**config.mk**
```make
export PLATFORM = sky130hd
export DESIGN_NAME = imm_inst_encoder_flat
export DESIGN_NICKNAME = d
export VERILOG_FILES = /design/src/rtl/imm_inst_encoder_pkg.sv /design/src/rtl/imm_inst_encoder_if.sv /design/src/rtl/imm_inst_encoder_imm_pack.sv /design/src/rtl/imm_inst_encoder.sv /design/src/flat_wrapper.sv
export SDC_FILE = /design/constraint.sdc
export NUM_CORES = 1
export LEC_CHECK = 0
export BUFFER_PORTS_ARGS = -buffer_cell sky130_fd_sc_hd__buf_2
export CAP_MARGIN = 20
export CORE_MARGIN = 3
export CORE_UTILIZATION = 46
export CTS_CLUSTER_DIAMETER = 150
export CTS_CLUSTER_SIZE = 8
export DETAILED_ROUTE_END_ITERATION = 16
export GPL_TIMING_DRIVEN = 0
export PLACE_DENSITY = 0.7
export SYNTH_ARGS = -nofsm -noshare
export SYNTH_HDL_FRONTEND = slang
export SYNTH_SLANG_ARGS = --single-unit
```
**constraint.sdc**
```tcl
create_clock -name clk -period 2.91 [get_ports clk]
set_input_delay 0.4365 -clock clk [delete_from_list [all_inputs] [get_ports clk]]
set_output_delay 0.4365 -clock clk [all_outputs]
set_load 0.01 [all_outputs]
```
**src/rtl/imm_inst_encoder_pkg.sv**
```systemverilog
// npc_isa_pkg: RV64 opcode constants, instruction format enum and opcode-to-format lookup
// Shared by the encoder top and its packing sub-module.
package npc_isa_pkg;
  localparam logic [6:0] OP_LUI    = 7'b0110111;
  localparam logic [6:0] OP_AUIPC  = 7'b0010111;
  localparam logic [6:0] OP_JAL    = 7'b1101111;
  localparam logic [6:0] OP_JALR   = 7'b1100111;
  localparam logic [6:0] OP_BRANCH = 7'b1100011;
  localparam logic [6:0] OP_LOAD   = 7'b0000011;
  localparam logic [6:0] OP_STORE  = 7'b0100011;
  localparam logic [6:0] OP_IMM    = 7'b0010011;
  localparam logic [6:0] OP_IMM32  = 7'b0011011;
  localparam logic [6:0] OP_REG    = 7'b0110011;
  localparam logic [6:0] OP_REG32  = 7'b0111011;

  typedef enum logic [2:0] {FMT_R, FMT_I, FMT_S, FMT_B, FMT_U, FMT_J, FMT_BAD} inst_fmt_e;

  function automatic inst_fmt_e opcodeFmt(input logic [6:0] op);
    case (op)
      OP_LUI, OP_AUIPC:                     return FMT_U;
      OP_JAL:                               return FMT_J;
      OP_BRANCH:                            return FMT_B;
      OP_JALR, OP_LOAD, OP_IMM, OP_IMM32:   return FMT_I;
      OP_STORE:                             return FMT_S;
      OP_REG, OP_REG32:                     return FMT_R;
      default:                              return FMT_BAD;
    endcase
  endfunction
endpackage

```
**src/rtl/imm_inst_encoder_if.sv**
```systemverilog
// imm_inst_encoder_if: request/response handshake bundle of the immediate instruction encoder
// Ports: in_* request channel (valid/ready + decoded fields), out_* encoded instruction channel.
// master = request producer / result consumer, slave = the encoder.
interface imm_inst_encoder_if #(
  parameter int INST_WIDTH = 32,
  parameter int DATA_WIDTH = 64
);
  logic                  in_valid;
  logic                  in_ready;
  logic [6:0]            in_opcode;
  logic [4:0]            in_rd;
  logic [4:0]            in_rs1;
  logic [4:0]            in_rs2;
  logic [2:0]            in_funct3;
  logic [6:0]            in_funct7;
  logic [DATA_WIDTH-1:0] in_imm;
  logic                  out_valid;
  logic                  out_ready;
  logic [INST_WIDTH-1:0] out_inst;
  logic                  out_err;

  modport master (
    output in_valid, in_opcode, in_rd, in_rs1, in_rs2, in_funct3, in_funct7, in_imm, out_ready,
    input  in_ready, out_valid, out_inst, out_err
  );

  modport slave (
    input  in_valid, in_opcode, in_rd, in_rs1, in_rs2, in_funct3, in_funct7, in_imm, out_ready,
    output in_ready, out_valid, out_inst, out_err
  );
endinterface

```
**src/rtl/imm_inst_encoder_imm_pack.sv**
```systemverilog
// imm_pack: combinational packer of opcode, register fields and immediate into a 32-bit RV64 instruction
// Ports: opcode/rd/rs1/rs2/funct3/funct7/imm in; inst (packed instruction), err (imm out of range or unknown opcode) out.
module imm_pack
  import npc_isa_pkg::*;
#(
  parameter int DATA_WIDTH = 64
) (
  input  logic [6:0]            opcode,
  input  logic [4:0]            rd,
  input  logic [4:0]            rs1,
  input  logic [4:0]            rs2,
  input  logic [2:0]            funct3,
  input  logic [6:0]            funct7,
  input  logic [DATA_WIDTH-1:0] imm,
  output logic [31:0]           inst,
  output logic                  err
);
  inst_fmt_e fmt;
  logic fitsI, fitsB, fitsJ, fitsU;
  assign fmt = opcodeFmt(opcode);
  // An immediate fits an N-bit signed field when every bit from the field's sign bit up is identical.
  assign fitsI = &imm[DATA_WIDTH-1:11] | ~|imm[DATA_WIDTH-1:11];
  assign fitsB = (&imm[DATA_WIDTH-1:12] | ~|imm[DATA_WIDTH-1:12]) & ~imm[0];
  assign fitsJ = (&imm[DATA_WIDTH-1:20] | ~|imm[DATA_WIDTH-1:20]) & ~imm[0];
  assign fitsU = (&imm[DATA_WIDTH-1:31] | ~|imm[DATA_WIDTH-1:31]) & ~|imm[11:0];
  // Out-of-range immediates are still packed from their truncated bits; only an unknown opcode yields inst=0.
  always_comb begin
    inst = '0;
    err  = 1'b1;
    case (fmt)
      FMT_I: begin
        inst = {imm[11:0], rs1, funct3, rd, opcode};
        err  = ~fitsI;
      end
      FMT_S: begin
        inst = {imm[11:5], rs2, rs1, funct3, imm[4:0], opcode};
        err  = ~fitsI;
      end
      FMT_B: begin
        inst = {imm[12], imm[10:5], rs2, rs1, funct3, imm[4:1], imm[11], opcode};
        err  = ~fitsB;
      end
      FMT_U: begin
        inst = {imm[31:12], rd, opcode};
        err  = ~fitsU;
      end
      FMT_J: begin
        inst = {imm[20], imm[10:1], imm[11], imm[19:12], rd, opcode};
        err  = ~fitsJ;
      end
      FMT_R: begin
        inst = {funct7, rs2, rs1, funct3, rd, opcode};
        err  = 1'b0;
      end
      default: begin
        inst = '0;
        err  = 1'b1;
      end
    endcase
  end
endmodule

```
**src/rtl/imm_inst_encoder.sv**
```systemverilog
// imm_inst_encoder: two-stage valid/ready pipeline packing decoded fields into RV64 instructions
// Ports: clk; rst_n (async, active-low); bus (slave: in_* request channel, out_* encoded instruction + err);
//        enc_cnt = output handshakes since reset, err_cnt = output handshakes carrying out_err (both wrap).
// Only INST_WIDTH = 32 is supported.
module imm_inst_encoder
  import npc_isa_pkg::*;
#(
  parameter int INST_WIDTH = 32,
  parameter int DATA_WIDTH = 64,
  parameter int CNT_WIDTH  = 32
) (
  input  logic                 clk,
  input  logic                 rst_n,
  imm_inst_encoder_if.slave    bus,
  output logic [CNT_WIDTH-1:0] enc_cnt,
  output logic [CNT_WIDTH-1:0] err_cnt
);
  logic                  s1Valid, s2Valid, s1Ready, s2Ready, inFire, outFire;
  logic [6:0]            s1Opcode, s1Funct7;
  logic [4:0]            s1Rd, s1Rs1, s1Rs2;
  logic [2:0]            s1Funct3;
  logic [DATA_WIDTH-1:0] s1Imm;
  logic [31:0]           packInst;
  logic                  packErr;
  logic [INST_WIDTH-1:0] s2Inst;
  logic                  s2Err;

  // Each stage can take new data when empty or when its contents move on this edge.
  assign s2Ready       = !s2Valid || bus.out_ready;
  assign s1Ready       = !s1Valid || s2Ready;
  assign inFire        = bus.in_valid && s1Ready;
  assign outFire       = s2Valid && bus.out_ready;
  assign bus.in_ready  = s1Ready;
  assign bus.out_valid = s2Valid;
  assign bus.out_inst  = s2Inst;
  assign bus.out_err   = s2Err;

  always_ff @(posedge clk or negedge rst_n) begin
    if (!rst_n) begin
      s1Valid  <= 1'b0;
      s1Opcode <= '0;
      s1Rd     <= '0;
      s1Rs1    <= '0;
      s1Rs2    <= '0;
      s1Funct3 <= '0;
      s1Funct7 <= '0;
      s1Imm    <= '0;
    end else begin
      if (s1Ready) s1Valid <= bus.in_valid;
      if (inFire) begin
        s1Opcode <= bus.in_opcode;
        s1Rd     <= bus.in_rd;
        s1Rs1    <= bus.in_rs1;
        s1Rs2    <= bus.in_rs2;
        s1Funct3 <= bus.in_funct3;
        s1Funct7 <= bus.in_funct7;
        s1Imm    <= bus.in_imm;
      end
    end
  end

  imm_pack #(.DATA_WIDTH(DATA_WIDTH)) u_pack (
    .opcode(s1Opcode),
    .rd    (s1Rd),
    .rs1   (s1Rs1),
    .rs2   (s1Rs2),
    .funct3(s1Funct3),
    .funct7(s1Funct7),
    .imm   (s1Imm),
    .inst  (packInst),
    .err   (packErr)
  );

  always_ff @(posedge clk or negedge rst_n) begin
    if (!rst_n) begin
      s2Valid <= 1'b0;
      s2Inst  <= '0;
      s2Err   <= 1'b0;
    end else if (s2Ready) begin
      s2Valid <= s1Valid;
      if (s1Valid) begin
        s2Inst <= packInst;
        s2Err  <= packErr;
      end
    end
  end

  always_ff @(posedge clk or negedge rst_n) begin
    if (!rst_n) begin
      enc_cnt <= '0;
      err_cnt <= '0;
    end else if (outFire) begin
      enc_cnt <= enc_cnt + CNT_WIDTH'(1);
      if (s2Err) err_cnt <= err_cnt + CNT_WIDTH'(1);
    end
  end
endmodule

```
**src/flat_wrapper.sv**
```systemverilog
// flat-port wrapper written by rule: the top's interface ports become plain ports
module imm_inst_encoder_flat import npc_isa_pkg::*;
#(
  parameter int INST_WIDTH = 32,
  parameter int DATA_WIDTH = 64,
  parameter int CNT_WIDTH  = 32
)
  (clk, rst_n, enc_cnt, err_cnt, bus_in_valid, bus_in_opcode, bus_in_rd, bus_in_rs1, bus_in_rs2, bus_in_funct3, bus_in_funct7, bus_in_imm, bus_out_ready, bus_in_ready, bus_out_valid, bus_out_inst, bus_out_err);
  imm_inst_encoder_if #(.INST_WIDTH(INST_WIDTH), .DATA_WIDTH(DATA_WIDTH)) bus_i ();
  input  logic clk;
  input  logic rst_n;
  output logic [CNT_WIDTH-1:0] enc_cnt;
  output logic [CNT_WIDTH-1:0] err_cnt;
  input wire logic [$bits(bus_i.in_valid)-1:0] bus_in_valid;
  input wire logic [$bits(bus_i.in_opcode)-1:0] bus_in_opcode;
  input wire logic [$bits(bus_i.in_rd)-1:0] bus_in_rd;
  input wire logic [$bits(bus_i.in_rs1)-1:0] bus_in_rs1;
  input wire logic [$bits(bus_i.in_rs2)-1:0] bus_in_rs2;
  input wire logic [$bits(bus_i.in_funct3)-1:0] bus_in_funct3;
  input wire logic [$bits(bus_i.in_funct7)-1:0] bus_in_funct7;
  input wire logic [$bits(bus_i.in_imm)-1:0] bus_in_imm;
  input wire logic [$bits(bus_i.out_ready)-1:0] bus_out_ready;
  output wire logic [$bits(bus_i.in_ready)-1:0] bus_in_ready;
  output wire logic [$bits(bus_i.out_valid)-1:0] bus_out_valid;
  output wire logic [$bits(bus_i.out_inst)-1:0] bus_out_inst;
  output wire logic [$bits(bus_i.out_err)-1:0] bus_out_err;
  assign bus_i.in_valid = bus_in_valid;
  assign bus_i.in_opcode = bus_in_opcode;
  assign bus_i.in_rd = bus_in_rd;
  assign bus_i.in_rs1 = bus_in_rs1;
  assign bus_i.in_rs2 = bus_in_rs2;
  assign bus_i.in_funct3 = bus_in_funct3;
  assign bus_i.in_funct7 = bus_in_funct7;
  assign bus_i.in_imm = bus_in_imm;
  assign bus_i.out_ready = bus_out_ready;
  assign bus_in_ready = bus_i.in_ready;
  assign bus_out_valid = bus_i.out_valid;
  assign bus_out_inst = bus_i.out_inst;
  assign bus_out_err = bus_i.out_err;
  imm_inst_encoder #(.INST_WIDTH(INST_WIDTH), .DATA_WIDTH(DATA_WIDTH), .CNT_WIDTH(CNT_WIDTH)) u_core (.clk(clk), .rst_n(rst_n), .bus(bus_i), .enc_cnt(enc_cnt), .err_cnt(err_cnt));
endmodule
```
==> results of run 1 <==
-- stage by stage --
step | instances | utilization [%]
2_1_floorplan | 673 | -
3_3_place_gp | 1096 | 55.2
3_5_place_dp | 1097 | 55.4
4_1_cts | 1129 | 58.8
5_1_grt | 1130 | 58.8
6_report | 1130 | 58.8
-- how the worst max path moves through the flow --
stage	end	slack, ns	cells after the start
4_1_cts	u_core.bus.out_inst[28]	0.52	6
2_1_floorplan	u_core.s1Imm[23]	1.03	5
3_5_place_dp	u_core.s1Imm[44]	0.37	6
5_1_grt	u_core.s1Imm[50]	0.42	5
6_report	u_core.bus.out_err	0.57	6
3_3_place_gp	u_core.s1Imm[61]	-1.87	1
-- power by group through the flow --
stage	registers, W	logic [W]	clock network (W)
after global routing	0.00337	0.00107	0.00256
after CTS	0.00332	0.000976	0.00245
after detailed placement	0.00337	0.000972	0
final	0.00332	0.000960	0.00239
after floorplan	0.00334	0.000549	0
after global placement	0.00336	0.000944	0
-- cell usage after synthesis (3+ instances only) --
| master | count |
|---|---|
| buf_6 | 3 |
| nand3_1 | 32 |
| buf_1 | 6 |
| and4_1 | 7 |
| nor3_1 | 5 |
| mux2_2 | 98 |
| a22oi_1 | 8 |
| dfrtp_1 | 195 |
| and3_1 | 20 |
| nand2b_1 | 5 |
| xnor2_1 | 46 |
| nand4_1 | 25 |
| nor4_1 | 18 |
| or3_1 | 3 |
| clkbuf_1 | 6 |
| inv_1 | 6 |
| a21oi_2 | 3 |
| nor2_1 | 24 |
| a222oi_1 | 11 |
| xor2_1 | 17 |
| o21ai_0 | 16 |
| a22o_1 | 5 |
| nand2_1 | 54 |
| a221o_1 | 6 |
| o21ai_1 | 6 |
| buf_2 | 8 |
| a21oi_1 | 9 |
-- critical path: stages, from the launching register on --
cell and delay (ns):
dfrtp_1 0.45, nand4_1 0.11, or4_1 0.55, nor4_1 0.57
o21ai_0 0.22, a32oi_1 0.23, nand3_1 0.09
-- sequential cells by signal, indices dropped and copies added (netlist names) --
name	flops
u_core.enc_cnt	32
u_core.s1Opcode	7
u_core.s1Funct3	3
u_core.bus.out_inst	32
u_core.s1Funct7	7
u_core.bus.out_valid	1
u_core.err_cnt	32
u_core.s1Rs1	5
u_core.s1Valid	1
u_core.s1Imm	64
u_core.bus.out_err	1
u_core.s1Rs2	5
u_core.s1Rd	5
-- cell type report --
| cell class | instances | area (um2) |
|---|---|---|
| clock buffer | 17 | 425 |
| inverter | 6 | 22.5 |
| fill | 1503 | 7250 |
| clock inverter | 15 | 174 |
| buffer | 23 | 119 |
| multi-input combinational | 449 | 3410 |
| sequential | 195 | 4880 |
| tap | 225 | 282 |
| timing repair buffer | 200 | 1030 |
-- layer usage --
metal	routed length, um	GRT usage [%]
met5	7	0
met4	294	6.21
met3	1390	4.75
met2	9630	33.1
met1	9020	29.1
-- cell families after synthesis --
kind of cell	synth area share, %
buffers and inverters	1.68
XOR/XNOR	6.54
adder cells (fa/ha/maj)	0.297
AO/OA/AOI/OAI	7.03
flip-flops	57.9
multiplexers	13.2
AND/OR/NAND/NOR	13.4
-- layout by cell type, fill, tap and decap left out, drive strengths merged, types with 3 or more instances in the layout --
cell / netlist / final
xnor2: 46 / 46
a222oi: 11 / 11
a22oi: 8 / 8
inv: 6 / 12
buf: 17 / 216
a22o: 5 / 5
nand4: 25 / 25
dfrtp: 195 / 195
o21ai: 24 / 24
and3: 20 / 20
a221o: 6 / 6
and4: 7 / 7
clkinv: 0 / 5
nand2: 54 / 54
clkbuf: 6 / 24
nor2: 24 / 24
a21oi: 12 / 12
nor4: 20 / 20
xor2: 17 / 17
or3: 3 / 3
mux2: 98 / 98
nand3: 32 / 32
nor3: 6 / 6
nand2b: 5 / 5
==> reports/summary.txt, run 1 <==
Max Cap Viol: 0
First-pass GRT wire length: 33200 um
RSZ-0062 raised after global routing: no
EDFF count, synth: 0
Initial Utilization: 47.9%
Slew Viols, Final: 0
Failing checks: hold timing
Cell Area, Synth: 8430 um2
Initial DRC Count: 456
Startpoint types: flip-flop
Total grt overflow: 0
Clock Latency Late Sink: 0.43 ns
IO Pins: 199
Site row count: 48
R2R setup slack: 0.57 ns
Final worst-path cycle share: 80.5%
Setup TNS: 0 ns
Proportion of layout cells with a drive suffix above 1: 39.0%
Least-Margin Pin Slew: 0.823 ns
Total Wirelength: 20300 um
Port Buffer Count: 198
Vias in the first global route: 6249
Hold slack final: -0.0328 ns
Start point of the critical path: u_core.s1Imm[31]
Worst reg-to-reg path cell count: 6
Sequential-to-total area share from yosys stat: 57.9%
CP Capture Type: flip-flop
Int Pwr: 0.00479 W
Core ar.: 17600 um2
CTS Buffer Depth: 2
Synth Net Count: 775
Final setup fails: 0
Max Clk Rate: 427 MHz
Crit path required time: 3.22 ns
Die Height: 141 um
Clk pwr share: 35.8%
Main synth FF type: dfrtp_1
Post-CTS setup buffers: 0
Via-to-Cell Ratio: 5.49
Critical-path maximum fanout: 4
CTS root buffer: clkbuf_16
Worst-case vdd ir drop: 0.405 mV
Die ar.: 20000 um2
Antenna cells: 0
TritonCTS clock tree: built
Syn Area/Cell: 12.5 um2
Status: complete, but fails checks
Cells after Synth: 673
Sw frac: 28.2%
Relative slew margins: 45.1%
Clock slew at reported path FFs: 0.08 ns
Yosys Warn Count: 0
Post-synth ARST share: 100%
Hold Fails Final Rpt: 12
Crit path DAT: 2.65 ns
Largest net degree at the start of global routing: 114
H-tree depth: 4
Cell Area, Placed: 9740 um2
Area Growth Syn to Fin: 22.7%
Reg2reg start: u_core.s1Imm[31]
Clock sink count: 195
Post-place setup slack: 0.373 ns
Cell variety after synth: 53
Final Critical Period: 2.34 ns
CTS Buf Count: 17
Routed length per instance: 18.0 um
Power per Cell Area: 645 nW/um2
Crit Reg-Reg Endpoint: u_core.bus.out_err
Cts hold-fix bufs: 0
NetSw: 0.00188 W
Initial antenna violation count: 1
Seq cells post-synth: 195
Gpl congestion: 0.862
Antenna viol nets, final: 0
DR pass1 iterations: 5
Hold/Removal Path Class: in2async
CP Class: reg2reg
Combinational share of power: 14.4%
Finished Cell Area: 10300 um2
Final Skew: 0.00949 ns
Leak pwr: 4.88 nW
Tot Pwr: 0.00667 W
Drc violations: 0
CTS resizes: 0
Post-DP HPWL: 15200 um
Die width: 141 um
Vias: 6209
Ranking of synthesized cells by area: dfrtp_1 58%, mux2_2 13%, xnor2_1 4.8%
Final net count: 994
Sequential Power Share: 49.8%
Yosys top cell area share: 57.9%
Fin worst setup slack: 0.568 ns
GRT Util Overall: 20.9%
Largest area contributor in the netlist: dfrtp_1
Power figures use the tool's default switching activity.
==> run 2: changes to the inputs <==
Settings changed: PLACE_DENSITY 0.7 to 0.73.
Clock period 2.91 ns to 1.9 ns, I/O delays scaled along.
==> reports/summary.txt, run 2 (synthesized netlist as in run 1, its figures left out) <==
Status: complete, but fails checks
Failing checks: setup timing
Worst path max stage delay: 0.47 ns (-0.10 ns)
DR pass1 iterations: 6 (+1)
Hold Fails Final Rpt: 0 (-12)
Slew Viols, Final: 0 (unchanged)
Max Clk Rate: 508 MHz (+19%)
Crit Reg-Reg Endpoint: u_core.bus.out_inst[28]
Site row count: 48 (unchanged)
Total Wirelength: 21400 um (+5.4%)
CTS root buffer: clkbuf_16
Max Cap Viol: 0 (unchanged)
Port Buffer Count: 198 (unchanged)
Most frequent cells in the layout: 199 x buf_2, 190 x dfrtp_1, 98 x mux2_2
GRT Util Overall: 21.7% (+0.75 points)
CTS Buf Count: 17 (unchanged)
Relative slew margins: 59.2% (+14 points)
RSZ-0062 raised after global routing: yes
Leak pwr: 5.12 nW (+4.9%)
Crit path cell chain: buf_6 > and2b_1 > or2_1 > a21oi_4 > or2_0 > buf_4 > a222oi_1 > o21ai_2
Worst-case vdd ir drop: 0.663 mV (+64%)
TritonCTS clock tree: built
Final Critical Period: 1.97 ns (-0.374 ns)
CP Capture Type: flip-flop
Crit path required time: 2.20 ns (-1.02 ns)
Worst reg-to-reg path cell count: 8 (+2)
Combinational share of power: 15.7% (+1.3 points)
R2R setup slack: -0.07 ns (-0.64 ns)
Placed Cells: 1097 (unchanged)
Max reg flops: 64 (unchanged)
Post-DP HPWL: 15200 um (+0.47%)
Clock sink count: 195 (unchanged)
Gpl congestion: 0.867 (+0.53%)
Hold/Removal Path Class: in2reg
IO Pins: 199 (unchanged)
Critical path's slowest cell: a222oi_1
NetSw: 0.00299 W (+59%)
Proportion of layout cells with a drive suffix above 1: 45.6% (+6.6 points)
Power per Cell Area: 972 nW/um2 (+51%)
WL met2: 10300 um (+6.5%)
Worst hold path cell count: 2
Fin worst setup slack: -0.0680 ns (-0.636 ns)
Clock slew at reported path FFs: 0.07 ns (about the same)
Critical-path maximum fanout: 6 (+2)
Routed wl met3: 1490 um (+7.7%)
Worst hold endpoint: u_core.s1Valid
Most common cell after layout, fill and taps aside: buf_2
Via-to-Cell Ratio: 5.54 (+0.77%)
DR top layer: met5
Sw frac: 28.3% (+0.091 points)
Final setup fails: 4 (+4)
CP Class: reg2reg
Core ar.: 17600 um2 (unchanged)
Non-Filler Instances: 1156 (+2.3%)
Reg2reg start: u_core.s1Opcode[4]
Die width: 141 um (unchanged)
Final Skew: 0.00685 ns (-0.00264 ns)
Final worst-path cycle share: 104% (+23 points)
Drc violations: 0 (unchanged)
Die Height: 141 um (unchanged)
Clk pwr share: 36.0% (+0.2 points)
Antenna viol nets, final: 0 (unchanged)
Vias in the first global route: 6600 (+5.6%)
Int Pwr: 0.00759 W (+58%)
Min-delay src: bus_in_valid
Final net count: 1019 (+2.5%)
Sequential Power Share: 48.3% (-1.5 points)
Total grt overflow: 0 (unchanged)
Crit path DAT: 2.27 ns (-0.38 ns)
Routed length per instance: 18.5 um (+3.0%)
Initial antenna violation count: 2 (+1)
Die ar.: 20000 um2 (unchanged)
M1 WL: 9230 um (+2.3%)
Startpoint types: flip-flop
H-tree depth: 4 (unchanged)
Initial Utilization: 47.9% (unchanged)
Least-Margin Pin Slew: 0.611 ns (-0.211 ns)
Area Growth Syn to Fin: 29.1%
Initial DRC Count: 408 (-11%)
Clock Latency Late Sink: 0.42 ns (about the same)
CTS Buffer Depth: 2 (unchanged)
Tot Pwr: 0.0106 W (+59%)
Most flops, register: u_core.s1Imm
Vias: 6401 (+3.1%)
First-pass GRT wire length: 34600 um (+4.3%)
Largest net degree at the start of global routing: 116 (+1.8%)
[run 2: stage by stage]
step                      utilization (%)  setup WS (ns)  setup TNS (ns)  hold WS, ns  area (um2)
after global routing                 61.8         -0.191          -0.999       0.0649       10900
after floorplan                         -         0.0347               0      -0.0106        8430
after CTS                            60.7         -0.105          -0.469       0.0517       10700
final                                61.9        -0.0680          -0.164       0.0761       10900
after detailed placement             55.4         -0.504          -28.31        0.319        9740
after global placement               55.2          -2.68         -542.72        0.455        9710
[run 2: layer usage]
| layer | track usage (%) | vias up |
|---|---|---|
| met4 | 6.92 | 4 |
| li1 | - | 2962 |
| met2 | 34.8 | 247 |
| met5 | 0 | - |
| met1 | 29.1 | 3154 |
| met3 | 5.59 | 34 |
[run 2: how the worst max path moves through the flow]
stage,startpoint,end,slack [ns],cells past startpoint
2_1_floorplan,u_core.bus.out_valid,u_core.s1Imm[23],0.03,5
3_3_place_gp,rst_n,u_core.s1Imm[61],-2.68,1
3_5_place_dp,bus_out_ready,u_core.s1Imm[44],-0.50,6
4_1_cts,u_core.s1Opcode[4],u_core.bus.out_inst[28],-0.10,8
5_1_grt,u_core.s1Opcode[4],u_core.bus.out_inst[28],-0.19,8
6_report,u_core.s1Opcode[4],u_core.bus.out_inst[28],-0.07,8
[run 2: area by class of cell]
| class | count | area [um2] |
|---|---|---|
| clock inverters | 14 | 198 |
| inverters | 6 | 22.5 |
| multi-input cells | 450 | 3680 |
| well taps | 225 | 282 |
| repair buffers | 224 | 1220 |
| plain buffers | 23 | 158 |
| flip-flops and latches | 195 | 4890 |
| clock buffers | 18 | 429 |
| fillers | 1416 | 6710 |
| diodes | 1 | 2.50 |
[run 2: power by group through the flow]
stage               clock (W)  sequential (W)  combinational, W
global route          0.00404         0.00518           0.00184
floorplan                   0         0.00511          0.000840
global placement            0         0.00514           0.00144
detailed placement          0         0.00516           0.00149
finish                0.00381         0.00511           0.00166
CTS                   0.00390         0.00509           0.00159
[run 2: repair_timing]
| action | 4_1_cts | 5_1_grt |
|---|---|---|
| pin swaps | 21 | 18 |
| gates cloned | 3 | 0 |
| endpoints found under the hold margin | 80 | 0 |
| buffers inserted | 12 | 11 |
| endpoints found under the setup margin | 99 | 117 |
| resized for setup | 48 | 40 |
| hold buffers | 1 | 0 |
[run 2: critical path: cells and delay by family, from the launching register on]
| family | cells | cell delay (ns) |
|---|---|---|
| buffers and inverters | 2 | 0.29 |
| and+or+nand+nor | 3 | 0.54 |
| AOI/OAI and AO/OA | 3 | 0.61 |
| DFF | 1 | 0.40 |
==> run 3: changes to the inputs <==
Settings changed: PLACE_DENSITY 0.73 to 0.72, SYNTH_HIERARCHICAL set to 1.
==> reports/summary.txt, run 3 <==
Status: complete, but fails checks
Failing checks: setup timing
Startpoint types: flip-flop
Drc violations: 0 (unchanged)
Initial antenna violation count: 5 (+3)
Max Clk Rate: 457 MHz (-10%)
Sw frac: 29.2% (+0.88 points)
Clk pwr share: 35.1% (-0.9 points)
Largest area contributor in the netlist: dfrtp_1
Total Wirelength: 21900 um (+2.1%)
CP Class: reg2reg
First-pass GRT wire length: 33600 um (-3.0%)
Crit Reg-Reg Endpoint: u_core/bus.out_err
Seq cells post-synth: 195 (unchanged)
Crit path required time: 2.22 ns (+0.02 ns)
Yosys Warn Count: 6 (+6)
Critical path depth in cells: 7 (-1)
Combinational share of power: 16.6% (+0.9 points)
Total grt overflow: 0 (unchanged)
Cell Area, Synth: 8870 um2 (+5.2%)
Routed length per instance: 18.0 um (-2.9%)
Critical path's slowest cell: or4_4
Most flops, register: u_core/s1Imm
R2R setup slack: -0.29 ns (-0.22 ns)
Critical-path maximum fanout: 3 (-3)
H-tree depth: 4 (unchanged)
Reg2reg start: u_core/s1Imm[45]
Synth cell count leaders: 195 x dfrtp_1, 131 x mux2_2, 42 x nand2_1
TritonCTS clock tree: built
Vias in the first global route: 6301 (-4.5%)
Fillers: 1531 (+8.1%)
NetSw: 0.00312 W (+4.4%)
Cell variety after synth: 52 (-1.9%)
Hold slack final: 0.0779 ns (+0.00182 ns)
Ranking of synthesized cells by area: dfrtp_1 55%, mux2_2 17%, xnor2_1 3.5%
Leak pwr: 5.49 nW (+7.3%)
CTS root buffer: clkbuf_16
Core ar.: 18800 um2 (+7.0%)
Gpl congestion: 0.857 (-1.2%)
Final setup fails: 18 (+14)
Hold Fails Final Rpt: 0 (unchanged)
CTS Buf Count: 17 (unchanged)
Max reg flops: 64 (unchanged)
Most common cell after layout, fill and taps aside: buf_2
Largest net degree at the start of global routing: 103 (-11%)
Port Buffer Count: 198 (unchanged)
Fin worst setup slack: -0.290 ns (-0.222 ns)
IO Pins: 199 (unchanged)
Relative slew margins: 47.3% (-12 points)
Hold/Removal Path Class: in2reg
EDFF count, synth: 0 (unchanged)
Via-to-Cell Ratio: 5.35 (-3.4%)
Final Skew: 0.00799 ns (+0.00114 ns)
Most frequent cells in the layout: 206 x buf_2, 191 x dfrtp_1, 127 x mux2_2
Least-Margin Pin Slew: 0.784 ns (+0.172 ns)
Worst-case vdd ir drop: 0.644 mV (-3.0%)
Top delay family on crit path: simple AND/OR/NAND/NOR gates
Clock slew at reported path FFs: 0.08 ns (about the same)
Clock sink count: 195 (unchanged)
WP buf/inv: 0 (-2)
Post-synth ARST share: 100% (unchanged)
Proportion of layout cells with a drive suffix above 1: 50.9% (+5.3 points)
Cells after Synth: 700 (+4.0%)
Initial DRC Count: 331 (-19%)
Final worst-path cycle share: 115% (+12 points)
CTS Buffer Depth: 2 (unchanged)
Synth Net Count: 802 (+3.5%)
Area Growth Syn to Fin: 28.1%
CP Capture Type: flip-flop
M1 WL: 9360 um (+1.4%)
Crit path cell chain: or4_4 > nor3_4 > nand4_4 > nor3_2 > a21oi_1 > a211o_1 > mux2_2
Max Cap Viol: 0 (unchanged)
Worst path max stage delay: 0.55 ns (+0.08 ns)
Slew Viols, Final: 0 (unchanged)
Antenna viol nets, final: 0 (unchanged)
DR top layer: met5
GRT Util Overall: 20.7% (-1.0 points)
WL met2: 10500 um (+2.5%)
Vias: 6496 (+1.5%)
Final Critical Period: 2.19 ns (+0.222 ns)
Worst hold path cell count: 2 (unchanged)
Site row count: 50 (+4.2%)
Final net count: 1042 (+2.3%)
Post-DP HPWL: 15500 um (+1.9%)
Sequential Power Share: 48.3% (about the same)
Tot Pwr: 0.0107 W (+1.3%)
Power per Cell Area: 943 nW/um2 (-3.0%)
Start point of the critical path: u_core/s1Imm[45]
Yosys top cell area share: 55.0% (-2.8 points)
Main synth FF type: dfrtp_1
Most frequent cell after synthesis: dfrtp_1
Worst reg-to-reg path cell count: 7 (-1)
Die Height: 145 um (+2.4%)
Die width: 145 um (+2.4%)
Routed wl met3: 1590 um (+6.7%)
Sequential-to-total area share from yosys stat: 55.0% (-2.8 points)
Crit path DAT: 2.51 ns (+0.24 ns)
CP Capture Point: u_core/bus.out_err
Syn Area/Cell: 12.7 um2 (+1.1%)
Initial Utilization: 47.1% (-0.83 points)
Die ar.: 21000 um2 (+4.9%)
Int Pwr: 0.00759 W (about the same)
RSZ-0062 raised after global routing: yes
Clock Latency Late Sink: 0.43 ns (about the same)
DR pass1 iterations: 4 (-2)
## run 3: changes by cell type after synthesis, sizes merged, moves of 10 or more
cell / delta
mux2: +33
nand4: +14
nor3: +13
a222oi: -11
xnor2: -11
nand2: -10
xor2: +10
## run 3: final cells by class
type	count	area, um2	share of cell area, %
antenna	2	5.00	0.0440
clock inverter	15	194	1.71
multi-input combinational	469	4050	35.6
buffer	24	209	1.84
sequential	195	4880	43.0
clock buffer	17	425	3.74
timing repair buffer	222	1230	10.9
inverter	11	41.3	0.363
tap	260	325	2.86
## run 3: metrics by stage
stage | setup TNS (ns) | std cells | worst slack [ns] | utilization, % | instance area [um2]
floorplan | -0.0778 | 700 | -0.0778 | - | 8880
global placement | -538.40 | 1158 | -2.75 | 54.2 | 10200
detailed placement | -9.18 | 1159 | -0.495 | 54.4 | 10200
CTS | -1.18 | 1202 | -0.281 | 59.1 | 11100
global route | -3.21 | 1215 | -0.383 | 60.4 | 11400
finish | -2.04 | 1215 | -0.290 | 60.4 | 11400
## run 3: routing by layer
metal	up-vias	track usage (%)
li1	3027	-
met1	3217	27.6
met2	213	32.4
met3	33	6.15
met4	6	7.02
met5	-	0
## run 3: power by group through the flow
stage          Combinational (W)  Sequential, W  Clock, W
2_1_floorplan           0.000906        0.00518         0
3_3_place_gp             0.00154        0.00521         0
3_5_place_dp             0.00160        0.00523         0
4_1_cts                  0.00170        0.00516   0.00383
5_1_grt                  0.00195        0.00525   0.00401
6_report                 0.00178        0.00518   0.00376
## run 3: how the worst min path moves through the flow
| stage | start | end | slack [ns] |
|---|---|---|---|
| floorplan | rst_n | u_core/bus.out_err | -0.01 |
| global placement | u_core/err_cnt[31] | u_core/err_cnt[31] | 0.45 |
| detailed placement | rst_n | u_core/err_cnt[20] | 0.39 |
| CTS | bus_in_valid | u_core/s1Valid | 0.05 |
| global route | bus_in_rs1[1] | u_core/s1Rs1[1] | 0.06 |
| finish | bus_in_imm[58] | u_core/s1Imm[58] | 0.08 |
## run 3: timing repair
item / 4_1_cts / 5_1_grt
buffers inserted: 10 / 10
endpoints found under the setup margin: 66 / 69
endpoints found under the hold margin: 101 / 0
pin swaps: 10 / 12
gates resized for setup: 52 / 48
hold buffers: 1 / 0
cloned: 1 / 1
## run 3: kinds of logic (layout without fill, tap and decap cells)
group           after synthesis  in the layout  synth area share, %
fa+ha+maj                     2              2                0.282
other cells                   0              2                    0
simple gates                224            224                 15.9
xor+xnor                     62             62                 6.12
compound gates               50             50                 3.92
flops                       195            195                 55.0
mux                         131            131                 16.6
buf+inv                      36            289                 2.10
